## config.mk

```make
export PLATFORM = sky130hd
export DESIGN_NAME = led_pattern_ctrl
export DESIGN_NICKNAME = d
export VERILOG_FILES = /design/src/rtl/led_ctrl_pkg.sv /design/src/rtl/led_pattern_ctrl_tick_gen.sv /design/src/rtl/led_pattern_ctrl.sv
export SDC_FILE = /design/constraint.sdc
export NUM_CORES = 1
export LEC_CHECK = 0
export BUFFER_PORTS_ARGS = -buffer_cell sky130_fd_sc_hd__buf_4
export CORE_ASPECT_RATIO = 0.7
export CORE_MARGIN = 10
export CORE_UTILIZATION = 40
export CTS_CLUSTER_DIAMETER = 80
export DETAILED_ROUTE_END_ITERATION = 10
export PLACE_DENSITY = 0.54
export SYNTH_ARGS = -nofsm -noshare
export SYNTH_HDL_FRONTEND = slang
export SYNTH_HIERARCHICAL = 1
export SYNTH_SLANG_ARGS = --single-unit
```

## constraint.sdc

```tcl
create_clock -name clk -period 2.77 [get_ports clk]
set_clock_uncertainty 0.2 [all_clocks]
set_input_delay 0.1385 -clock clk [delete_from_list [all_inputs] [get_ports clk]]
set_output_delay 0.1385 -clock clk [all_outputs]
set_load 0.005 [all_outputs]
```

## src/rtl/led_ctrl_pkg.sv

```systemverilog
// Shared types and constants for the LED pattern controller.
// Mode and run-state encodings, seed patterns and the delay range.
package led_ctrl_pkg;

    localparam int unsigned DELAY_W = 4;
    localparam logic [DELAY_W-1:0] DELAY_MAX = 4'd15;

    typedef enum logic [1:0] {
        SHIFT_L = 2'd0,
        SHIFT_R = 2'd1,
        BOUNCE  = 2'd2,
        COUNT   = 2'd3
    } mode_t;

    typedef enum logic {
        PAUSED = 1'b0,
        RUN    = 1'b1
    } run_state_t;

    localparam logic [3:0] SEED_SHIFT_L = 4'b0001;
    localparam logic [3:0] SEED_SHIFT_R = 4'b1000;
    localparam logic [3:0] SEED_BOUNCE  = 4'b0001;
    localparam logic [3:0] SEED_COUNT   = 4'b0000;

    function automatic logic [3:0] mode_seed(input mode_t m);
        logic [3:0] seed;
        case (m)
            SHIFT_L: seed = SEED_SHIFT_L;
            SHIFT_R: seed = SEED_SHIFT_R;
            BOUNCE:  seed = SEED_BOUNCE;
            default: seed = SEED_COUNT;
        endcase
        return seed;
    endfunction

endpackage

```

## src/rtl/led_pattern_ctrl_tick_gen.sv

```systemverilog
// Tick timer: a base counter of TICK_BASE cycles and a step counter of base
// periods; a tick fires on the base wrap where step has reached delay.
module tick_gen
    import led_ctrl_pkg::*;
#(
    parameter int unsigned TICK_BASE = 3125000
) (
    input  logic               clk,
    input  logic               reset_n,
    input  logic               enable,
    input  logic               clear,
    input  logic [DELAY_W-1:0] delay,
    output logic               tick
);

    localparam int unsigned BASE_W = (TICK_BASE > 1) ? $clog2(TICK_BASE) : 1;
    localparam logic [BASE_W-1:0] BASE_LAST = BASE_W'(TICK_BASE - 1);

    logic [BASE_W-1:0]  base_cnt;
    logic [DELAY_W-1:0] step_cnt;
    logic               base_wrap;
    logic               step_done;

    assign base_wrap = (base_cnt == BASE_LAST);
    // >= so that lowering delay below the current step ticks on the next wrap
    assign step_done = (step_cnt >= delay);
    assign tick      = enable && base_wrap && step_done;

    always_ff @(posedge clk or negedge reset_n) begin
        if (!reset_n) begin
            base_cnt <= '0;
            step_cnt <= '0;
        end else if (clear) begin
            base_cnt <= '0;
            step_cnt <= '0;
        end else if (enable) begin
            if (base_wrap) begin
                base_cnt <= '0;
                step_cnt <= step_done ? '0 : step_cnt + 4'd1;
            end else begin
                base_cnt <= base_cnt + BASE_W'(1);
            end
        end
    end

endmodule

```

## src/rtl/led_pattern_ctrl.sv

```systemverilog
// 4-LED pattern sequencer driven by one-shot key commands: delay setting,
// run/pause, pattern mode and the pattern datapath around a tick timer.
//
//   state  | meaning
//   RUN    | timer counting, led advances on each tick
//   PAUSED | timer frozen, led held; delay and mode commands still accepted
module led_pattern_ctrl
    import led_ctrl_pkg::*;
#(
    parameter int unsigned        TICK_BASE  = 3125000,
    parameter logic [DELAY_W-1:0] DELAY_INIT = 4'd7
) (
    input  logic               clk,
    input  logic               reset_n,
    input  logic               faster,
    input  logic               slower,
    input  logic               next_mode,
    input  logic               pause,
    output logic [3:0]         led,
    output logic [DELAY_W-1:0] delay,
    output logic [1:0]         mode,
    output logic               running
);

    run_state_t         state_q, state_d;
    mode_t              mode_q, mode_d;
    logic [3:0]         led_q, led_d;
    logic [DELAY_W-1:0] delay_q, delay_d;
    logic               dir_up_q, dir_up_d;
    logic               tick;

    tick_gen #(
        .TICK_BASE(TICK_BASE)
    ) u_tick_gen (
        .clk    (clk),
        .reset_n(reset_n),
        .enable (state_q == RUN),
        .clear  (next_mode),
        .delay  (delay_q),
        .tick   (tick)
    );

    always_ff @(posedge clk or negedge reset_n) begin
        if (!reset_n) begin
            state_q  <= RUN;
            mode_q   <= SHIFT_L;
            led_q    <= SEED_SHIFT_L;
            delay_q  <= DELAY_INIT;
            dir_up_q <= 1'b1;
        end else begin
            state_q  <= state_d;
            mode_q   <= mode_d;
            led_q    <= led_d;
            delay_q  <= delay_d;
            dir_up_q <= dir_up_d;
        end
    end

    always_comb begin
        state_d = state_q;
        if (pause) begin
            state_d = (state_q == RUN) ? PAUSED : RUN;
        end
    end

    always_comb begin
        delay_d = delay_q;
        if (faster && !slower && delay_q != '0) begin
            delay_d = delay_q - 4'd1;
        end else if (slower && !faster && delay_q != DELAY_MAX) begin
            delay_d = delay_q + 4'd1;
        end
    end

    // A mode change reseeds and swallows any tick landing in the same cycle.
    always_comb begin
        mode_d   = mode_q;
        led_d    = led_q;
        dir_up_d = dir_up_q;
        if (next_mode) begin
            mode_d   = mode_t'(mode_q + 2'd1);
            led_d    = mode_seed(mode_d);
            dir_up_d = 1'b1;
        end else if (tick) begin
            case (mode_q)
                SHIFT_L: led_d = {led_q[2:0], led_q[3]};
                SHIFT_R: led_d = {led_q[0], led_q[3:1]};
                BOUNCE: begin
                    if (dir_up_q) begin
                        if (led_q == 4'b1000) begin
                            led_d    = 4'b0100;
                            dir_up_d = 1'b0;
                        end else begin
                            led_d = {led_q[2:0], 1'b0};
                        end
                    end else begin
                        if (led_q == 4'b0001) begin
                            led_d    = 4'b0010;
                            dir_up_d = 1'b1;
                        end else begin
                            led_d = {1'b0, led_q[3:1]};
                        end
                    end
                end
                default: led_d = led_q + 4'd1;
            endcase
        end
    end

    assign led     = led_q;
    assign delay   = delay_q;
    assign mode    = mode_q;
    assign running = (state_q == RUN);

endmodule
```

Word-level counts from Yosys, hierarchy flattened
Cells that the tools add are included.

Flip-flop bits (word level): 38. Logic and storage cells: 64.

$add $sub $neg: 6. Magnitude comparators: 1. Eq/ne operators: 8. Mux-type cells: 23. Reduce and logical (&&, ||, !) cells: 19.

Operators by type and width (number): 2-to-1 mux 22 bit (3); 2-to-1 mux 4 bit (10); adder 22 x 1 -> 22 bit (second input constant) (1); == test 22 bit (second input constant) (1); adder 4 x 1 -> 4 bit (second input constant) (3); case mux 4 bit (3 select lines) (1); nonzero test 2 bit (5); case mux 4 bit (2 select lines) (1); 2-to-1 mux 1 bit (7); logical AND 1 bit (6); == test 2 x 1 -> 1 bit (second input constant) (2); == test 2 bit (second input constant) (2); == test 4 x 1 -> 1 bit (second input constant) (1); == test 4 bit (second input constant) (1); >= comparator 4 bit (1); logical NOT 2 bit (2); inequality test 4 bit (second input constant) (1); AND reduction 2 bit (2); nonzero test 4 bit (1); subtractor 4 x 1 -> 4 bit (second input constant) (1); 2-to-1 mux 3 bit (1); adder 2 x 1 -> 2 bit (second input constant) (1); logical NOT 1 bit (2); OR reduction 2 bit (1).

Depth between registers and ports, before layout
Depth in word-level cells: 6. Gate-level depth with buffers: 10.

Modules after synthesis
Netlist, hierarchy kept.

Modules (own cells, without submodules): tick_gen (instances 1, cells an instance 165, area an instance 1531.5 sq um); led_pattern_ctrl (instances 1, cells an instance 90, area an instance 912.1 sq um).

Worst setup path before layout
OpenSTA, ideal clock, no wires.

Path type: flip-flop to flip-flop. Start: register delay_q[2], in the netlist delay[2]. End: register dir_up_q. Setup time: 0.084 ns. Data arrival time: 2.096 ns. Required time: 2.486 ns. Slack: 0.389 ns. Cell stages (with the launch flop): 10. Clock period less this slack: 2.381 ns. Cell sequence: dfstp_2 inv_1 ha_1 or2_2 a21oi_1 a21oi_1 and2b_2 a41oi_1 a31oi_1 or2_2.

Longest elaborated chain between the ends: 4.

Ends and longest elaborated chain: start, declared (RTL line led_pattern_ctrl.sv:28) `logic [DELAY_W-1:0] delay_q, delay_d;`; start signal, assigned (RTL line led_pattern_ctrl.sv:54) `delay_q <= delay_d;`; >= comparator 4 bit (RTL line led_pattern_ctrl_tick_gen.sv:26) `assign step_done = (step_cnt >= delay);`; logical AND 1 bit (RTL line led_pattern_ctrl_tick_gen.sv:27) `assign tick = enable && base_wrap && step_done;`; named net tick (RTL line led_pattern_ctrl.sv:30) `logic tick;`; nonzero test 2 bit (no source line); AND reduction 2 bit (no source line); end signal, assigned (RTL line led_pattern_ctrl.sv:55) `dir_up_q <= dir_up_d;`; end, declared (RTL line led_pattern_ctrl.sv:29) `logic dir_up_q, dir_up_d;`.

The timed path passes the listed nets, and every way through them passes these cells. A chain may end at the register's enable or synchronous reset.

Final worst setup path
Start: register u_tick_gen.base_cnt[14]. End: register led_q[2], in the netlist led[2].

Longest elaborated chain between the ends: 4.

Ends and longest elaborated chain: start, declared (RTL line led_pattern_ctrl_tick_gen.sv:19) `logic [BASE_W-1:0] base_cnt;`; start signal, assigned (RTL line led_pattern_ctrl_tick_gen.sv:41) `base_cnt <= base_cnt + BASE_W'(1);`; == test 22 bit (RTL line led_pattern_ctrl_tick_gen.sv:24) `assign base_wrap = (base_cnt == BASE_LAST);`; logical AND 1 bit (2 in a row) (RTL line led_pattern_ctrl_tick_gen.sv:27); named net tick (RTL line led_pattern_ctrl.sv:30); nonzero test 2 bit (no source line); end signal, assigned (RTL line led_pattern_ctrl.sv:53) `led_q <= led_d;`; end, declared (RTL line led_pattern_ctrl.sv:27) `logic [3:0] led_q, led_d;`.

The timed path passes the listed nets, and every way through them passes these cells.

==> out/metrics.cfg <==
[floorplanning]
fp-row-count = 23
start_util_pct = 42.0
die-area_sq_um = 9690
die_x_um = 113
coreArea_sq_um = 5810
die_height_um = 85.4
io_pins = 17

[synthesis]
synth_warnings = 6
synth_edf_count = 0
avgSynthCellArea_sq_um = 9.58
synth_cell_types = 55
netlist_area_sq_um = 2440
ys_seq_area_share_pct = 39.2
yosys_most_used_dff = dfrtp_1
synth-seq-cells = 38
synth_cells = 255
synthArstFlopShare_pct = 100
syn_nets = 280

[cts]
clk_path_buf_depth = 2
cts_root_buf = clkbuf_8
post_cts_resized = 0
cts_buffers = 5
clkSinkCount = 38
cts_tree = yes
cts.clk_slew.worst_paths_ns = 0.07
insertion_delay_ns = 0.29
htreeDepth = 2

[final_layout]
final_common_cell = dfrtp_1
final_cell_mix = 32 x dfrtp_1, 24 x nor2_1, 23 x buf_4, 22 x inv_1, 18 x ha_1
n_antenna_cell = 0
nets = 308
drive_gt1_share_pct = 18.7
final_area_sq_um = 2830
syn2layout_area_growth_pct = 15.7

[detailed_routing]
routed_wirelength_um = 5350
post_drt_wl_per_cell_um = 14.9
met2_length_um = 2080
ant_nets = 0
wl_met3_um = 284
route.detailed.drc = 0
vias = 1927
wl_met1_um = 2970
drtIter0Drc = 78
avgViaCountPerCell = 5.37
top_layer_used = met4
first_pass_iters = 4

[sta]
period_share_pct = 92.0
slew_viol_final = 0
tns_ns = 0
hold_viol_final = 0
tightest_slew_ns = 0.778
setup_viol = 0
rsz0062_at_grt = false
slew_headroom_pct = 47.6
min_period_ns = 2.55
fmaxAchievable_mhz = 392

[placement]
dpl_cell_area_sq_um = 2670
dpl.hpwl_um = 4010
portBuffers = 16
gp_congestion = 0.888

[power]
p_leak_uw = 0.00128
ir_drop_mv = 0.433
cellPowerDensity_nw_per_um2 = 716
power.total_uw = 2030

[worst_hold_path]
whs_path_depth = 4
hold_path.class = in -> reg

[global_routing]
grt_pass1_vias = 1836
grt_pass1_wl_um = 9380
antenna_found_initial = 0
grt_util_all_layers_pct = 11.6
grt_max_degree = 39
grt_overflow = 0

[setup_path]
arrival_ns = 2.56
cp.required_ns = 2.78
cp-start-kind = flip-flop
crit_type = reg -> reg
worstRegToRegCells = 8
worstSetupEndpointType = flip-flop
cp_max_fo = 6

[run_status]
status = finished, final reports clean

[job]
max_cap_viol_count = 0

## critical path, cell delays in order (launching register included)
cell,delay [ns]
dfrtp_1,0.44
nor4b_4,0.32
nand3_2,0.14
or4_4,0.53
and2b_2,0.29
nand2b_1,0.13
a21oi_1,0.17
o21ai_0,0.10
o21ai_0,0.15
## per-stage QoR
step	util, %	worst slack (ns)	hold slack, ns	instances
2_1_floorplan	-	0.389	-0.357	255
5_1_grt	48.6	0.0478	0.0364	359
4_1_cts	48.4	0.191	0.00702	357
3_5_place_dp	46.0	0.213	-0.0572	346
3_3_place_gp	46.0	0.263	-0.0510	346
6_report	48.6	0.221	0.0140	359
## cells by family after synthesis
family                   Yosys count  synth area share [%]
adder cells (fa/ha/maj)           19                  10.0
AO/OA/AOI/OAI                     44                  12.4
AND/OR/NAND/NOR                   99                  23.6
flip-flops                        38                  39.2
buffers and inverters             27                  4.25
XOR/XNOR                          24                  8.60
multiplexers                       4                  1.89
## state kept, by name, indices dropped and copies added (netlist names)
register,cells
delay,4
dir_up_q,1
led,4
u_tick_gen/step_cnt,4
mode,2
u_tick_gen/base_cnt,22
running,1
## cells in the mapped netlist, types with 3 or more instances
master	n	area [sq um]
or2_2	3	18.8
nand2_1	15	56.3
and3_1	6	37.5
a21o_1	5	37.5
nor4_1	3	18.8
nand3_1	3	15.0
nor3_1	7	35.0
xor2_1	13	114
nor2_1	24	90.1
dfstp_2	6	158
xnor2_1	11	96.3
nand4_1	14	87.6
nor3b_1	5	37.5
o21ai_0	13	65.1
nor2b_1	3	18.8
a21oi_1	8	40.0
dfrtp_1	32	801
ha_1	18	225
inv_1	22	82.6
## repair_timing
action	in CTS	in global routing
buffers inserted	0	2
endpoints found under the setup margin	0	1
hold endpoints to repair	42	0
hold buffers	3	0
## final timing paths
kind,from,slack [ns],endpoint
setup / recovery,u_tick_gen/base_cnt[14],0.22,led[2]
hold / removal,faster,0.01,delay[0]
setup reg to reg,u_tick_gen/base_cnt[14],0.22,led[2]
hold reg to reg,u_tick_gen/base_cnt[21],0.35,u_tick_gen/base_cnt[21]
max in group asynchronous,reset_n,1.85,led[0]
min in group asynchronous,reset_n,0.14,u_tick_gen/base_cnt[19]
## where the power goes
| part | switching [uW] | internal, uW |
|---|---|---|
| sequential | 114 | 666 |
| clock | 202 | 265 |
| combinational | 407 | 371 |
| total | 723 | 1300 |
## final cells by class
cell class / instances / area (sq um)
fillers: 584 / 2990
multi-input cells: 190 / 1380
flip-flops and latches: 38 / 958
repair buffers: 26 / 203
well taps: 75 / 93.8
inverters: 22 / 82.6
clock buffers: 5 / 68.8
clock inverters: 3 / 40.0
## routing by layer
layer / GRT usage [%] / vias up
met1: 18.2 / 932
met3: 3.23 / 2
li1: - / 953
met2: 14.5 / 40
met5: 0 / -
met4: 3.10 / 0
Note: power is estimated with default switching activity, not from simulation.
